===== src/rtl/queue_pkg.sv =====
// Shared types and helpers for the parametrised queue: status encoding and pointer advance.
package queue_pkg;

  typedef enum logic [1:0] {
    Q_OK        = 2'd0,
    Q_OVERFLOW  = 2'd1,
    Q_UNDERFLOW = 2'd2
  } q_status_e;

  // Wrap by explicit compare so DEPTH need not be a power of two.
  function automatic int unsigned ptr_next(input int unsigned ptr, input int unsigned depth);
    return (ptr == depth - 1) ? 0 : ptr + 1;
  endfunction

endpackage


===== src/rtl/queue_ram.sv =====
// Queue storage: synchronous write port, registered read port that drives the queue's data_out.
module queue_ram #(
  parameter int WIDTH = 8,
  parameter int DEPTH = 8,
  parameter int AW    = (DEPTH > 1) ? $clog2(DEPTH) : 1
) (
  input  logic             i_clk,
  input  logic             i_rst,
  input  logic             i_we,
  input  logic [AW-1:0]    i_waddr,
  input  logic [WIDTH-1:0] i_wdata,
  input  logic             i_re,
  input  logic [AW-1:0]    i_raddr,
  output logic [WIDTH-1:0] o_rdata
);

  logic [WIDTH-1:0] r_mem [DEPTH];
  logic [WIDTH-1:0] r_rdata;

  // Storage is deliberately not reset; only the output register is.
  always_ff @(posedge i_clk) begin
    if (i_we) r_mem[i_waddr] <= i_wdata;
  end

  always_ff @(posedge i_clk) begin
    if (i_rst)     r_rdata <= '0;
    else if (i_re) r_rdata <= r_mem[i_raddr];
  end

  assign o_rdata = r_rdata;

endmodule


===== src/rtl/param_queue.sv =====
// Parametrised circular FIFO with flags, status pulses and flush.
// Optional overflow drop counter enabled by defining PARAM_QUEUE_DROP_CNT_EN.
module param_queue
  import queue_pkg::*;
#(
  parameter int WIDTH    = 8,
  parameter int DEPTH    = 8,
  parameter int AF_LEVEL = 6
`ifdef PARAM_QUEUE_DROP_CNT_EN
  , parameter int CNT_W  = 8
`endif
) (
  input  logic                       clock_10k,
  input  logic                       reset,
  input  logic [WIDTH-1:0]           data_in,
  input  logic                       enq_in,
  input  logic                       deq_in,
  input  logic                       clear_in,
  output logic [WIDTH-1:0]           data_out,
  output logic                       data_valid_out,
  output logic                       ack_in_q,
  output logic [$clog2(DEPTH+1)-1:0] len_out,
  output logic                       full_out,
  output logic                       empty_out,
  output logic                       almost_full_out,
  output q_status_e                  status_out
`ifdef PARAM_QUEUE_DROP_CNT_EN
  , output logic [CNT_W-1:0]         drop_cnt_out
`endif
);

  localparam int PTR_W = (DEPTH > 1) ? $clog2(DEPTH) : 1;
  localparam int LEN_W = $clog2(DEPTH + 1);

  logic [PTR_W-1:0] r_head, r_tail;
  logic [LEN_W-1:0] r_len;
  logic             r_full, r_empty, r_af, r_ack, r_valid;
  q_status_e        r_status;

  logic             w_enq_ok, w_deq_ok;
  logic [LEN_W-1:0] w_len_nxt;
  logic [PTR_W-1:0] w_head_nxt, w_tail_nxt;
  q_status_e        w_status;

  // Dequeue uses pre-edge len (no empty bypass); a full queue may still accept
  // an enqueue when a dequeue frees the slot in the same cycle.
  assign w_deq_ok = deq_in && !clear_in && !reset && (r_len != '0);
  assign w_enq_ok = enq_in && !clear_in && !reset &&
                    ((r_len != LEN_W'(DEPTH)) || w_deq_ok);

  assign w_head_nxt = PTR_W'(ptr_next(32'(r_head), DEPTH));
  assign w_tail_nxt = PTR_W'(ptr_next(32'(r_tail), DEPTH));

  always_comb begin
    w_len_nxt = r_len;
    if (clear_in)                  w_len_nxt = '0;
    else if (w_enq_ok && !w_deq_ok) w_len_nxt = r_len + LEN_W'(1);
    else if (w_deq_ok && !w_enq_ok) w_len_nxt = r_len - LEN_W'(1);
  end

  always_comb begin
    w_status = Q_OK;
    if (!clear_in) begin
      if (enq_in && !w_enq_ok)      w_status = Q_OVERFLOW;
      else if (deq_in && !w_deq_ok) w_status = Q_UNDERFLOW;
    end
  end

  always_ff @(posedge clock_10k) begin
    if (reset) begin
      r_head   <= '0;
      r_tail   <= '0;
      r_len    <= '0;
      r_full   <= 1'b0;
      r_empty  <= 1'b1;
      r_af     <= 1'b0;
      r_ack    <= 1'b0;
      r_valid  <= 1'b0;
      r_status <= Q_OK;
    end else begin
      if (clear_in) begin
        r_head <= '0;
        r_tail <= '0;
      end else begin
        if (w_deq_ok) r_head <= w_head_nxt;
        if (w_enq_ok) r_tail <= w_tail_nxt;
      end
      r_len    <= w_len_nxt;
      r_full   <= (w_len_nxt == LEN_W'(DEPTH));
      r_empty  <= (w_len_nxt == '0);
      r_af     <= (w_len_nxt >= LEN_W'(AF_LEVEL));
      r_ack    <= w_enq_ok;
      r_valid  <= w_deq_ok;
      r_status <= w_status;
    end
  end

  queue_ram #(
    .WIDTH (WIDTH),
    .DEPTH (DEPTH),
    .AW    (PTR_W)
  ) u_ram (
    .i_clk   (clock_10k),
    .i_rst   (reset),
    .i_we    (w_enq_ok),
    .i_waddr (r_tail),
    .i_wdata (data_in),
    .i_re    (w_deq_ok),
    .i_raddr (r_head),
    .o_rdata (data_out)
  );

`ifdef PARAM_QUEUE_DROP_CNT_EN
  logic [CNT_W-1:0] r_drop_cnt;

  always_ff @(posedge clock_10k) begin
    if (reset || clear_in)
      r_drop_cnt <= '0;
    else if (enq_in && !w_enq_ok && (r_drop_cnt != {CNT_W{1'b1}}))
      r_drop_cnt <= r_drop_cnt + CNT_W'(1);
  end

  assign drop_cnt_out = r_drop_cnt;
`endif

  assign data_valid_out  = r_valid;
  assign ack_in_q        = r_ack;
  assign len_out         = r_len;
  assign full_out        = r_full;
  assign empty_out       = r_empty;
  assign almost_full_out = r_af;
  assign status_out      = r_status;

endmodule


===== config.mk =====
export PLATFORM = sky130hd
export DESIGN_NAME = param_queue
export DESIGN_NICKNAME = d
export VERILOG_FILES = /design/src/rtl/queue_pkg.sv /design/src/rtl/queue_ram.sv /design/src/rtl/param_queue.sv
export SDC_FILE = /design/constraint.sdc
export NUM_CORES = 1
export LEC_CHECK = 0
export CORE_UTILIZATION = 55
export CTS_CLUSTER_DIAMETER = 80
export CTS_CLUSTER_SIZE = 12
export DETAILED_ROUTE_END_ITERATION = 10
export GPL_TIMING_DRIVEN = 0
export PLACE_DENSITY_LB_ADDON = 0.25
export SLEW_MARGIN = 20
export SYNTH_ARGS = -nofsm -noshare
export SYNTH_HDL_FRONTEND = slang
export SYNTH_HIERARCHICAL = 1
export SYNTH_SLANG_ARGS = --single-unit

===== constraint.sdc =====
create_clock -name clock_10k -period 3.1 [get_ports clock_10k]
set_input_delay 0.62 -clock clock_10k [delete_from_list [all_inputs] [get_ports clock_10k]]
set_output_delay 0.62 -clock clock_10k [all_outputs]
set_load 0.01 [all_outputs]

== After elaboration in Yosys (flattened, before gate mapping) ==
Memories as Yosys holds them, arrays and structs flattened. A register that Yosys moved wholly into a read port is not among the register bits.
Cells that the tools add are included.

* Eq/ne operators: 4
* Muxes and demuxes: 9
* Add/subtract/negate cells: 4
* Magnitude comparators: 1
* Reduce and logical (&&, ||, !) cells: 19

{| class="wikitable"
|+ Operator list
! kind !! count
|-
| two-way mux 4 bit || 3
|-
| logical AND 1 bit || 10
|-
| adder 3 x 1 -> 3 bit, second input constant || 2
|-
| == test 3 bit, second input constant || 2
|-
| two-way mux 3 bit || 2
|-
| adder 4 x 1 -> 4 bit, second input constant || 1
|-
| == test 4 bit, second input constant || 1
|-
| greater-or-equal comparator 4 x 3 -> 1 bit, second input constant || 1
|-
| logical NOT 1 bit || 4
|-
| logical NOT 4 bit || 1
|-
| != test 4 bit, second input constant || 1
|-
| nonzero test 4 bit || 1
|-
| subtractor 4 x 1 -> 4 bit, second input constant || 1
|-
| two-way mux 1 bit || 3
|-
| OR reduction 3 bit || 1
|-
| two-way mux 2 bit || 1
|-
| OR reduction 2 bit || 1
|-
| logical OR 1 bit || 1
|}

* Output and inout port bits: 19
* Word-level logic and storage cells: 48
* Memories kept: 1
* Input port bits: 13
* Register bits: 17
* Bits in writable memories: 64

{| class="wikitable"
|+ Memory list
! memory !! depth !! width !! read ports !! clocked after Yosys merged registers in !! write ports !! line !! RTL
|-
| u_ram.r_mem || 8 || 8 || 1 || 1 || 1 || queue_ram.sv:17 || <nowiki>logic [WIDTH-1:0] r_mem [DEPTH];</nowiki>
|}

== Longest topological paths before layout ==
* Depth in word-level cells: 12
* Mapped depth: 8
* Gate-level depth less buffers: 7

== Cells and area by module ==
Netlist, hierarchy kept.

{| class="wikitable"
|+ Modules (own cells, without submodules)
! module !! seq. area each (sq um) !! area each (sq um) !! cells an instance !! times used
|-
| queue_ram || 2082.0 || 2812.7 || 162 || 1
|-
| param_queue || 340.3 || 890.9 || 96 || 1
|}

== Worst setup path before layout ==
Ideal clock, no wire load.

* Kind: input -> register
* From: in clear_in
* To: mem u_ram.r_mem[0][0] (enable)
* Stages on the path: 6
* Path buffers: 1
* Data arrival time: 2204 ps
* Library setup time: 383 ps
* Slack: 513 ps
* Data required time: 2717 ps
* Path through: nor2_1 -> nand2_1 -> nor2b_1 -> clkbuf_1 -> nand2b_1 -> nor3_1

* Word-level cells in the longest chain between the ends: 8
* Elaborated cells on any way between the ends: 10
* Classes of those cells: mux (2); reduce/logical (8)

{| class="wikitable"
|+ Ends and longest elaborated chain
! item !! line !! RTL
|-
| start: declaration || param_queue.sv:18 || <nowiki>input logic clear_in,</nowiki>
|-
| logical NOT 1 bit (*) || -- ||
|-
| logical AND 1 bit (3 in series) || param_queue.sv:47 || <nowiki>assign w_deq_ok = deq_in && !clear_in && !reset && (r_len != '0);</nowiki>
|-
| logical OR 1 bit || param_queue.sv:49 || <nowiki>((r_len != LEN_W'(DEPTH)) || w_deq_ok);</nowiki>
|-
| logical AND 1 bit (*) || param_queue.sv:48 || <nowiki>assign w_enq_ok = enq_in && !clear_in && !reset &&</nowiki>
|-
| via w_enq_ok || param_queue.sv:40 || <nowiki>logic w_enq_ok, w_deq_ok;</nowiki>
|-
| two-way mux 1 bit (*) || queue_ram.sv:22 || <nowiki>if (i_we) r_mem[i_waddr] <= i_wdata;</nowiki>
|-
| two-way mux 1 bit (not written as such) (*) || queue_ram.sv:22 ||
|-
| end: declaration || queue_ram.sv:17 ||
|}

The timed path passes the listed nets; every way through them passes the cells marked *.

== Worst setup path after layout ==
* From: in clear_in
* To: mem u_ram.r_mem[5][4] (enable)

The elaborated chain is that of the path after synthesis.

==> reports/results.tsv <==
stage	metric	value	unit
floorplanning	floorplan core area	6422	um2
cells_and_area	fin util	0.6809	
min_path	worst hold path class	register to register	
timing	fmax	343.2	MHz
timing	post-route clock period utilization	0.9400	
place	GP Congestion	0.7794	
global_route	first-pass GRT wire length	11.54	mm
timing	Slew Limit Headroom	0.5113	
route	Iter 0 DRT Violations	117	
power_and_ir_drop	VDD IR max	277.6	uV
worst_setup_path	CP Max Fanout	10	
run_status	failing checks	DRC	
cts	Max Root-Sink Buffers	2	
floorplanning	initial core utilization	0.5767	
timing	sum of negative setup slack	0	ns
power_and_ir_drop	Cell Int Power	1.784	mW
synthesis	top_reg_cell synth	edfxtp_1	
power_and_ir_drop	PwrDens	512.9	nW/um2
global_route	routing usage on met1	0.3021	
cells_and_area	fraction of layout cells with a size suffix above 1	0.1869	
synthesis	count leader, synth	edfxtp_1	
floorplanning	Die ar.	7066	um2
synthesis	Synth top cells by count	64 x edfxtp_1, 26 x nor2_1, 25 x dfxtp_1, 19 x mux2i_1, 18 x mux2_2	
timing	clk_skew	0.009169	ns
cts	Skew-Pair Late Insertion Delay	0.35	ns
cells_and_area	Final #Nets	319	
power_and_ir_drop	total power draw	2.243	mW
cts	TritonCTS Buffers	9	
synthesis	Synth top area share	0.5189	
global_route	initial antenna violation count	0	
global_route	largest net degree at the start of global routing	15	
cts	CTS H-tree depth	3	
timing	hold slack	0.4840	ns
run_status	run status	complete, but fails checks	
worst_setup_path	Critical Path RT	3.09	ns
timing	RSZ-0062 raised after global routing	no	
global_route	GRT overflow	0	
route	DRC Markers	3	
synthesis	ranking of synthesized cells by area	edfxtp_1 52%, dfxtp_1 14%, mux2_2 5.5%	
job	MaxCap Viol Count	0	
worst_setup_path	startpoint types	input port	
cts	Worst-path clk slew	0.08	ns
cts	cts hold-fix bufs	0	
timing	pin slew with the least headroom to its limit	0.7304	ns
cells_and_area	Layout fillers	451	
power_and_ir_drop	Flop pwr share	0.575	
global_route	GR Util met3	0.04451	
floorplanning	die extent in y	84.06	um
route	Final ANT Viol Nets	0	
worst_setup_path	kind of critical path	input port to register	
power_and_ir_drop	Leak Pwr	1.409	nW
power_and_ir_drop	combinational power share	0.054	
cells_and_area	# diodes	0	
timing	count of final setup violators	0	
synthesis	ys async rst share	0	
power_and_ir_drop	Net Switching	0.4587	mW
power_and_ir_drop	sw frac	0.2045	
route	DRT Pass-1 Iters	8	
global_route	GRT Total Usage	0.2232	
place	IO buf count	31	
synthesis	post-synth top area cell	edfxtp_1	
synthesis	number of synthesized flops with an enable pin	64	
timing	Slew Limit Fails	0	
floorplanning	std cell rows	29	
cells_and_area	final instance area	4373	um2
route	WL per Instance	18.48	um
worst_setup_path	CP Capture Type	register	
global_route	busiest grt layer	met2	
route	via count	2222	
global_route	GRT met2 Usage	0.3361	
timing	endpoints failing hold	0	
synthesis	post-synth cell types	43	
cts	clock root cell	clkbuf_8	
route	vias per cell	5.817	
place	placed cells	366	
place	hpwl dp	4.722	mm
worst_setup_path	crit path DAT	2.90	ns
synthesis	synth warn	6	
floorplanning	Top Ports	32	
place	Area after DPL	4120	um2
timing	fin crit period	2.914	ns
synthesis	syn_area_per_cell	14.35	um2
place	Place WS	-0.5550	ns
synthesis	mapped cell area	3704	um2
synthesis	Synth Net Count	277	
cts	CTS tree	done	
synthesis	Mapped Cells	258	
route	drt total wl	7.060	mm
global_route	vias in the first global route	2223	
cells_and_area	P&R area growth vs syn	18.07	%
cts	clk sink count	89	
cells_and_area	Final Instance Count excl. Fillers	382	
synthesis	register area share after synthesis	0.6541	
floorplanning	DIE WIDTH	84.06	um
power_and_ir_drop	clock share of power	0.371	
timing	PnR worst setup slack	0.1859	ns
synthesis	Synth Register Bits	89	
## sequential cells by signal (all words and copies together), names as in the netlist, 2 cells and up
name	cells
u_ram/r_mem	64
u_ram/o_rdata	8
len_out	4
r_head	3
r_tail	3
status_out	2
## metal layers
metal | up-vias | part of all wire
li1 | 1062 | -
met1 | 1079 | 0.44
met2 | 68 | 0.49
met3 | 13 | 0.048
met4 | 0 | 0.022
met5 | - | 0
## timing repair
item,4_1_cts,5_1_grt
endpoints found under the setup margin,65,66
setup buffers,0,0
gates resized for setup,3,9
## cells by family (layout without fill, tap and decap cells)
family / after synthesis / after routing / synth area share
buf+inv: 16 / 63 / 0.03108
fa+ha+maj: 6 / 6 / 0.02027
compound gates: 37 / 37 / 0.08108
flops: 89 / 89 / 0.6541
mux: 38 / 38 / 0.1101
xor+xnor: 1 / 1 / 0.002365
simple gates: 71 / 71 / 0.1010
## path summary, 6_finish.rpt
| path | from | to | slack, ns | depth (start not counted) |
|---|---|---|---|---|
| setup / recovery | clear_in | u_ram/r_mem[5][4]$_DFFE_PP_ | 0.19 | 7 |
| hold / removal | u_ram/o_rdata[0]$_SDFFE_PP0P_ | u_ram/o_rdata[0]$_SDFFE_PP0P_ | 0.48 | 2 |
| setup reg to reg | len_out[0]$_SDFF_PP0_ | u_ram/r_mem[5][4]$_DFFE_PP_ | 0.41 | 8 |
| hold reg to reg | u_ram/o_rdata[0]$_SDFFE_PP0P_ | u_ram/o_rdata[0]$_SDFFE_PP0P_ | 0.48 | 2 |
## cells in the final DEF (no fill, tap or decap), types with 2 or more instances in the layout
| master | Yosys | routed |
|---|---|---|
| nand2b_1 | 6 | 6 |
| buf_12 | 2 | 2 |
| nor2b_1 | 7 | 7 |
| nor2_1 | 26 | 19 |
| a211oi_2 | 2 | 2 |
| clkbuf_1 | 4 | 4 |
| o21ai_0 | 4 | 4 |
| mux2i_1 | 19 | 19 |
| nand2_1 | 10 | 10 |
| mux2_2 | 18 | 18 |
| nor3_1 | 9 | 6 |
| clkdlybuf4s50_1 | 0 | 31 |
| nor2_2 | 0 | 7 |
| ha_1 | 6 | 6 |
| a221o_1 | 7 | 7 |
| buf_6 | 3 | 3 |
| buf_1 | 3 | 3 |
| nor3_4 | 0 | 2 |
| dfxtp_1 | 25 | 25 |
| nand3b_1 | 2 | 2 |
| a211oi_1 | 7 | 7 |
| clkinv_4 | 0 | 2 |
| clkbuf_8 | 0 | 12 |
| inv_1 | 4 | 4 |
| o21a_1 | 2 | 2 |
| o22ai_1 | 7 | 7 |
| edfxtp_1 | 64 | 64 |
## worst max-delay path, stage by stage
cell and delay (ns):
clkdlybuf4s50_1 0.49, nor2_2 0.40, nand2_1 0.16, nor2b_1 0.18
clkbuf_1 0.27, nand2_1 0.24, nor2_2 0.54
## power by group through the flow
| stage | logic [mW] | clock network, mW | registers [mW] |
|---|---|---|---|
| 2_1_floorplan | 0.0591 | 0 | 1.32 |
| 3_3_place_gp | 0.115 | 0 | 1.32 |
| 3_5_place_dp | 0.118 | 0 | 1.32 |
| 4_1_cts | 0.119 | 0.848 | 1.29 |
| 5_1_grt | 0.132 | 0.894 | 1.29 |
| 6_report | 0.120 | 0.832 | 1.29 |
## cell type report
type / count / area [um2] / share of cell area
flip-flops and latches: 89 / 2422 / 0.5539
plain buffers: 12 / 101.3 / 0.02318
clock buffers: 13 / 168.9 / 0.03863
multi-input cells: 153 / 1211 / 0.2770
inverters: 4 / 15.01 / 0.003433
clock inverters: 3 / 47.55 / 0.01087
well taps: 77 / 96.34 / 0.02203
repair buffers: 31 / 310.3 / 0.07096
(Power assumes the default switching activity.)
